<file path="config.mk">
export PLATFORM = sky130hd
export DESIGN_NAME = ip_codma_bus_arbiter_flat
export DESIGN_NICKNAME = d
export VERILOG_FILES = /design/src/rtl/ip_codma_bus_arbiter_if.sv /design/src/rtl/ip_codma_bus_arbiter.sv /design/src/flat_wrapper.sv
export SDC_FILE = /design/constraint.sdc
export NUM_CORES = 1
export LEC_CHECK = 0
export BUFFER_PORTS_ARGS = -buffer_cell sky130_fd_sc_hd__buf_2
export CAP_MARGIN = 20
export CORE_AREA = 2 2 120 122
export CTS_BUF_LIST = sky130_fd_sc_hd__clkbuf_16
export DETAILED_ROUTE_END_ITERATION = 8
export DIE_AREA = 0 0 122 124
export SLEW_MARGIN = 20
export SYNTH_ARGS = -nofsm -noshare
export SYNTH_HDL_FRONTEND = slang
export SYNTH_SLANG_ARGS = --single-unit
</file>
<file path="constraint.sdc">
create_clock -name clk_i -period 3.3 [get_ports clk_i]
set_clock_uncertainty 0.1 [all_clocks]
set_input_delay 0.66 -clock clk_i [delete_from_list [all_inputs] [get_ports clk_i]]
set_output_delay 0.66 -clock clk_i [all_outputs]
set_load 0.02 [all_outputs]
</file>
<file path="src/rtl/ip_codma_bus_arbiter_if.sv">
// Bus-side signal bundle between the co-DMA arbiter and the system bus.
// The arbiter drives the request strobes, address, size and write data.
// The bus answers with a grant and a per-beat transfer strobe.
interface ip_codma_bus_arbiter_if;
  logic        bus_read_o;
  logic        bus_write_o;
  logic        bus_write_valid_o;
  logic [31:0] bus_addr_o;
  logic [7:0]  bus_size_o;
  logic [63:0] bus_write_data_o;
  logic        bus_grant_i;
  logic        bus_beat_i;

  modport master (
    output bus_read_o,
    output bus_write_o,
    output bus_write_valid_o,
    output bus_addr_o,
    output bus_size_o,
    output bus_write_data_o,
    input  bus_grant_i,
    input  bus_beat_i
  );

  modport slave (
    input  bus_read_o,
    input  bus_write_o,
    input  bus_write_valid_o,
    input  bus_addr_o,
    input  bus_size_o,
    input  bus_write_data_o,
    output bus_grant_i,
    output bus_beat_i
  );
endinterface

</file>
<file path="src/rtl/ip_codma_bus_arbiter.sv">
// Co-DMA bus arbiter.
// The read and write machines share one system bus through this block.
// Arbitration is round-robin, and read wins the first tie after reset.
// The owner's address and size are latched when a request is accepted.
// A transfer is then asked for, owned, counted beat by beat and completed.
// A grant timeout, a stop request and a main-machine error halt all abort it.
module ip_codma_bus_arbiter #(
  parameter int unsigned TIMEOUT_CYCLES = 255,
  parameter logic [7:0]  IDLE_SIZE      = 8'd9
) (
  input  logic                          clk_i,
  input  logic                          reset_n_i,
  input  logic                          stop_i,
  input  logic                          error_i,
  input  logic                          rd_req_i,
  input  logic [31:0]                   rd_addr_i,
  input  logic [7:0]                    rd_size_i,
  input  logic                          wr_req_i,
  input  logic [31:0]                   wr_addr_i,
  input  logic [7:0]                    wr_size_i,
  input  logic [63:0]                   wr_data_i,
  output logic                          rd_gnt_o,
  output logic                          wr_gnt_o,
  output logic                          rd_done_o,
  output logic                          wr_done_o,
  output logic [7:0]                    beat_cnt_o,
  output logic                          timeout_o,
  ip_codma_bus_arbiter_if.master        bus
);

  typedef enum logic [2:0] {
    IDLE    = 3'd0,
    ASK_RD  = 3'd1,
    ASK_WR  = 3'd2,
    XFER_RD = 3'd3,
    XFER_WR = 3'd4,
    HALT    = 3'd5
  } state_t;

  // Last ASK cycle index before the grant wait is abandoned.
  localparam logic [7:0] ASK_LIMIT = 8'(TIMEOUT_CYCLES - 1);

  state_t      state;
  logic        last_wr;
  logic [31:0] addr_q;
  logic [7:0]  size_q;
  logic [7:0]  beat_cnt;
  logic [7:0]  ask_cnt;
  logic        timeout_q;
  logic [7:0]  beat_next;
  logic        rd_fin;
  logic        wr_fin;
  logic        owned;

  // The beat count as it will stand once this cycle's beat is included.
  assign beat_next = beat_cnt + {7'd0, bus.bus_beat_i};

  // A transfer finishes on its last beat.
  // A zero-length transfer finishes on the grant cycle instead.
  assign rd_fin = ((state == XFER_RD) && (beat_next == size_q)) ||
                  ((state == ASK_RD) && bus.bus_grant_i && (size_q == 8'd0));
  assign wr_fin = ((state == XFER_WR) && (beat_next == size_q)) ||
                  ((state == ASK_WR) && bus.bus_grant_i && (size_q == 8'd0));

  // An abort in the finishing cycle wins, so no done pulse is reported.
  assign rd_done_o = rd_fin && !error_i && !stop_i;
  assign wr_done_o = wr_fin && !error_i && !stop_i;

  // Arbitration, transfer sequencing and abort handling.
  always_ff @(posedge clk_i or negedge reset_n_i) begin
    if (!reset_n_i) begin
      state     <= IDLE;
      last_wr   <= 1'b1;
      addr_q    <= 32'd0;
      size_q    <= 8'd0;
      beat_cnt  <= 8'd0;
      ask_cnt   <= 8'd0;
      timeout_q <= 1'b0;
    end else begin
      timeout_q <= 1'b0;
      if (error_i) begin
        state    <= HALT;
        beat_cnt <= 8'd0;
      end else if (stop_i && (state != HALT)) begin
        state    <= IDLE;
        beat_cnt <= 8'd0;
      end else begin
        case (state)
          IDLE: begin
            if (rd_req_i && (!wr_req_i || last_wr)) begin
              state    <= ASK_RD;
              addr_q   <= rd_addr_i;
              size_q   <= rd_size_i;
              beat_cnt <= 8'd0;
              ask_cnt  <= 8'd0;
            end else if (wr_req_i) begin
              state    <= ASK_WR;
              addr_q   <= wr_addr_i;
              size_q   <= wr_size_i;
              beat_cnt <= 8'd0;
              ask_cnt  <= 8'd0;
            end
          end
          ASK_RD, ASK_WR: begin
            if (bus.bus_grant_i) begin
              if (size_q == 8'd0) begin
                state   <= IDLE;
                last_wr <= (state == ASK_WR);
              end else begin
                state <= (state == ASK_RD) ? XFER_RD : XFER_WR;
              end
            end else if (ask_cnt == ASK_LIMIT) begin
              state     <= IDLE;
              timeout_q <= 1'b1;
            end else begin
              ask_cnt <= ask_cnt + 8'd1;
            end
          end
          XFER_RD, XFER_WR: begin
            beat_cnt <= beat_next;
            if (beat_next == size_q) begin
              state   <= IDLE;
              last_wr <= (state == XFER_WR);
            end
          end
          HALT: begin
            if (stop_i) begin
              state <= IDLE;
            end
          end
          default: begin
            state <= IDLE;
          end
        endcase
      end
    end
  end

  assign owned      = (state == ASK_RD) || (state == ASK_WR) ||
                      (state == XFER_RD) || (state == XFER_WR);
  assign rd_gnt_o   = (state == XFER_RD);
  assign wr_gnt_o   = (state == XFER_WR);
  assign beat_cnt_o = beat_cnt;
  assign timeout_o  = timeout_q;

  assign bus.bus_read_o        = (state == ASK_RD);
  assign bus.bus_write_o       = (state == ASK_WR);
  assign bus.bus_write_valid_o = (state == XFER_WR);
  assign bus.bus_addr_o        = owned ? addr_q : 32'd0;
  assign bus.bus_size_o        = owned ? size_q : IDLE_SIZE;
  assign bus.bus_write_data_o  = (state == XFER_WR) ? wr_data_i : 64'd0;

endmodule

</file>
<file path="src/flat_wrapper.sv">
// flat-port wrapper written by rule: the top's interface ports become plain ports
module ip_codma_bus_arbiter_flat 
#(
  parameter int unsigned TIMEOUT_CYCLES = 255,
  parameter logic [7:0]  IDLE_SIZE      = 8'd9
)
  (clk_i, reset_n_i, stop_i, error_i, rd_req_i, rd_addr_i, rd_size_i, wr_req_i, wr_addr_i, wr_size_i, wr_data_i, rd_gnt_o, wr_gnt_o, rd_done_o, wr_done_o, beat_cnt_o, timeout_o, bus_bus_read_o, bus_bus_write_o, bus_bus_write_valid_o, bus_bus_addr_o, bus_bus_size_o, bus_bus_write_data_o, bus_bus_grant_i, bus_bus_beat_i);
  ip_codma_bus_arbiter_if bus_i ();
  input  logic clk_i;
  input  logic reset_n_i;
  input  logic stop_i;
  input  logic error_i;
  input  logic rd_req_i;
  input  logic [31:0] rd_addr_i;
  input  logic [7:0] rd_size_i;
  input  logic wr_req_i;
  input  logic [31:0] wr_addr_i;
  input  logic [7:0] wr_size_i;
  input  logic [63:0] wr_data_i;
  output logic rd_gnt_o;
  output logic wr_gnt_o;
  output logic rd_done_o;
  output logic wr_done_o;
  output logic [7:0] beat_cnt_o;
  output logic timeout_o;
  output wire logic [$bits(bus_i.bus_read_o)-1:0] bus_bus_read_o;
  output wire logic [$bits(bus_i.bus_write_o)-1:0] bus_bus_write_o;
  output wire logic [$bits(bus_i.bus_write_valid_o)-1:0] bus_bus_write_valid_o;
  output wire logic [$bits(bus_i.bus_addr_o)-1:0] bus_bus_addr_o;
  output wire logic [$bits(bus_i.bus_size_o)-1:0] bus_bus_size_o;
  output wire logic [$bits(bus_i.bus_write_data_o)-1:0] bus_bus_write_data_o;
  input wire logic [$bits(bus_i.bus_grant_i)-1:0] bus_bus_grant_i;
  input wire logic [$bits(bus_i.bus_beat_i)-1:0] bus_bus_beat_i;
  assign bus_bus_read_o = bus_i.bus_read_o;
  assign bus_bus_write_o = bus_i.bus_write_o;
  assign bus_bus_write_valid_o = bus_i.bus_write_valid_o;
  assign bus_bus_addr_o = bus_i.bus_addr_o;
  assign bus_bus_size_o = bus_i.bus_size_o;
  assign bus_bus_write_data_o = bus_i.bus_write_data_o;
  assign bus_i.bus_grant_i = bus_bus_grant_i;
  assign bus_i.bus_beat_i = bus_bus_beat_i;
  ip_codma_bus_arbiter #(.TIMEOUT_CYCLES(TIMEOUT_CYCLES), .IDLE_SIZE(IDLE_SIZE)) u_core (.clk_i(clk_i), .reset_n_i(reset_n_i), .stop_i(stop_i), .error_i(error_i), .rd_req_i(rd_req_i), .rd_addr_i(rd_addr_i), .rd_size_i(rd_size_i), .wr_req_i(wr_req_i), .wr_addr_i(wr_addr_i), .wr_size_i(wr_size_i), .wr_data_i(wr_data_i), .rd_gnt_o(rd_gnt_o), .wr_gnt_o(wr_gnt_o), .rd_done_o(rd_done_o), .wr_done_o(wr_done_o), .beat_cnt_o(beat_cnt_o), .timeout_o(timeout_o), .bus(bus_i));
endmodule
</file>
==> results.txt <==
Max cap viols -> 0
Maximum clock insertion buffer count -> 2
Count leader, synth -> nand2_1
Vias in the first global route -> 4427
GRT Residual Overflow -> 0
Critical-path cell list -> buf_2, ha_2, ha_2, nand3_2, or3_1, o22a_1, a31oi_4, nand3_1, a21oi_1, buf_4
Port Buffer Count -> 271
Avg Cell Area, Syn -> 7.76 um2
DR vias/cell -> 4.82
Switching share of power -> 38.3%
CTS Hold Bufs -> 0
Antenna-violating nets left -> 0
Drt wl/cell -> 15.5 um
Final setup TNS -> 0 ns
Setup bufs post-CTS -> 0
Crit path arrival time -> 2.43 ns
Total power per unit cell area -> 536 nW/um2
Fillcell total -> 1485
Initial antenna violation count -> 2
Root Buffer -> clkbuf_16
GRT Resource Usage Total -> 19.1%
Gp weighted congestion -> 0.813
Routing usage on met3 -> 4.76%
Post-Synthesis Cell Area -> 4060 um2
Ys Warns -> 0
Area leader, netlist -> dfrtp_1
Num rows -> 43
Met1 Resource Use GR -> 22.5%
Worst slew pin tran -> 0.976 ns
Setup crit end kind -> output pin
R2r setup slk -> 0.84 ns
Post-synth top area share -> 37.0%
Initial DRT Pass Iterations -> 4
Multi-input logic area -> 2370 um2
Commonest cells post-synth -> nand2_1, and3_1, dfrtp_1, nor2_1, a31oi_1
Minimum clock period -> 3.19 ns
Synth cell types -> 52
Worst path bufs/invs -> 2
Fin. max-slew vios -> 0
Adder-cell share of the synthesized area -> 1.23%
Global-route wire length before repair -> 22400 um
Final Hold Viols -> 0
Nets -> 934
DRT Wirelength -> 14900 um
Crit path max-delay family -> compound AO/OA/AOI/OAI gates
Outcome -> finished, final reports clean
Clk_lat worst skew -> 0.33 ns
Leak -> 0.00328 uW
Comb power frac -> 38.7%
Hold WC Path Type -> in2async
Worst relative slew slack -> 34.8%
Data required, critical path -> 2.54 ns
Critical path class -> in2out
Largest family of logic cells by synthesized area -> simple AND/OR/NAND/NOR gates
Fmax -> 0.313 GHz
Final setup violation count -> 0
Register area share after synthesis -> 37.6%
Compound-Gate Fraction of Synth Area -> 15.7%
Seq pwr share -> 34.7%
Fin crit share -> 96.7%
Drt initial violations -> 209
Final total power -> 3170 uW
Psw -> 1220 uW
CTS tree -> yes
Via count -> 4656
Maximum fanout along the worst path -> 4
Slowest Stage Delay on Critical Path -> 0.35 ns
Final Instance Count excl. Fillers -> 965
Initial Util -> 29.6%
Die area -> 15100 um2
Die H -> 124 um
Yosys reg bits -> 61
Post-synth EDFFs -> 0
Async SR Flop Fraction -> 100%
Register Area -> 1530 um2
Multiplexer share of the synthesized area -> 0.277%
DRC viols -> 0
Largest cells by area after synthesis -> dfrtp_1, and3_1, nand2_1, a31oi_1, and2_1
Grt peak-use layer -> met2
Syn nets -> 679
Post-Synthesis Cells -> 523
Simple-gate share of the synthesized area -> 36.7%
Slowest CP cell -> or3_1
Internal Power -> 1960 uW
Clk pin slew, worst setup/hold paths -> 0.05 ns
Most frequent CP cell -> ha_2
CTS buffer count -> 9
Clock sink count -> 61
Main synth FF type -> dfrtp_1
Post-synthesis to final-layout area growth -> 45.8%
Met2 Use GR -> 33.9%
Die X-Extent -> 122 um
VDD IR max -> 0.240 mV
Number of H-tree levels -> 3
Total core area -> 13700 um2
Largest net degree at the start of global routing -> 77
Critical path startpoint category -> input pin
Layout cells sized above 1 -> 40.9%
Hpwl dp -> 11300 um
IO Pins -> 272
Cells after DPL -> 947
Clock network fraction of total power -> 26.6%
Post-Synth XOR/XNOR Area -> 3.45%
==> final cells by class <==
class / count / share of cell area (%)
multi-input combinational: 411 / 40.1
antenna: 2 / 0.0846
tap: 180 / 3.81
timing repair buffer: 288 / 25.3
inverter: 7 / 0.444
clock buffer: 9 / 3.81
sequential: 61 / 25.8
clock inverter: 7 / 0.571
==> registers in the layout (all words and copies together) (netlist names) <==
signal,count
u_core.timeout_o,1
u_core.size_q,8
u_core.beat_cnt_o,8
u_core.ask_cnt,8
u_core.addr_q,32
u_core.state,3
u_core.last_wr,1
==> path summary, 6_finish.rpt <==
check	startpoint	to	cells past startpoint
max in group asynchronous	reset_n_i	u_core.addr_q[20]	2
setup reg to reg	u_core.state[2]	u_core.ask_cnt[7]	7
setup / recovery	bus_bus_beat_i	rd_done_o	10
min in group clk_i	u_core.last_wr	u_core.last_wr	2
hold / removal	reset_n_i	u_core.addr_q[2]	1
hold reg to reg	u_core.last_wr	u_core.last_wr	2
==> layout by cell type, fill, tap and decap left out, types with 3 or more instances in the layout <==
master	count
buf_2	270
nand2_1	96
and3_1	68
dfrtp_1	59
nor2_1	55
a31oi_1	45
and2_1	38
buf_4	17
o21ai_0	14
clkbuf_16	9
xor2_1	8
inv_1	7
xnor2_1	7
a21oi_1	7
nor3_1	6
nand3_1	5
nor4_1	3
nand3_2	3
or3_1	3
nand4_1	3
nor2b_1	3
clkinv_1	3
o31ai_1	3
clkinv_2	3
==> worst reg2reg max path: cells and delay by family (launching register included) <==
family,cells,cell delay (ns)
buffers and inverters,1,0.32
AO/OA/AOI/OAI,3,0.56
AND/OR/NAND/NOR,3,0.96
flip-flops,1,0.44
==> per-layer routing <==
| metal | share of wire [%] | up-vias |
|---|---|---|
| met3 | 8.3 | 14 |
| met5 | 0 | - |
| met1 | 40 | 2128 |
| met4 | 1.6 | 0 |
| met2 | 50 | 183 |
| li1 | - | 2331 |
==> through the flow <==
| stage | utilization [%] | worst slack, ns | cell area, um2 | hold slack (ns) |
|---|---|---|---|---|
| finish | 43.1 | 0.108 | 5920 | 0.199 |
| global route | 43.1 | -0.0125 | 5920 | 0.240 |
| CTS | 43.0 | 0.0353 | 5910 | 0.210 |
| detailed placement | 41.2 | 0.0498 | 5650 | 0.419 |
| global placement | 41.1 | 0.0344 | 5640 | 0.414 |
| floorplan | - | 0.0699 | 4060 | 0.264 |
==> kinds of logic after synthesis <==
group / after synthesis
simple gates: 296
compound gates: 94
flops: 61
buf+inv: 51
xor+xnor: 16
fa+ha+maj: 4
mux: 1
==> power groups by stage <==
stage | registers (uW) | clock network (uW) | logic (uW)
6_report | 1100 | 843 | 1230
5_1_grt | 1130 | 916 | 1350
4_1_cts | 1100 | 874 | 1250
3_5_place_dp | 1120 | 0 | 1240
3_3_place_gp | 1110 | 0 | 1240
2_1_floorplan | 1060 | 0 | 824
==> timing repair <==
action	4_1_cts	5_1_grt
resized for setup	0	3
endpoints found under the hold margin	0	0
endpoints found under the setup margin	0	2
(Power assumes the default switching activity.)
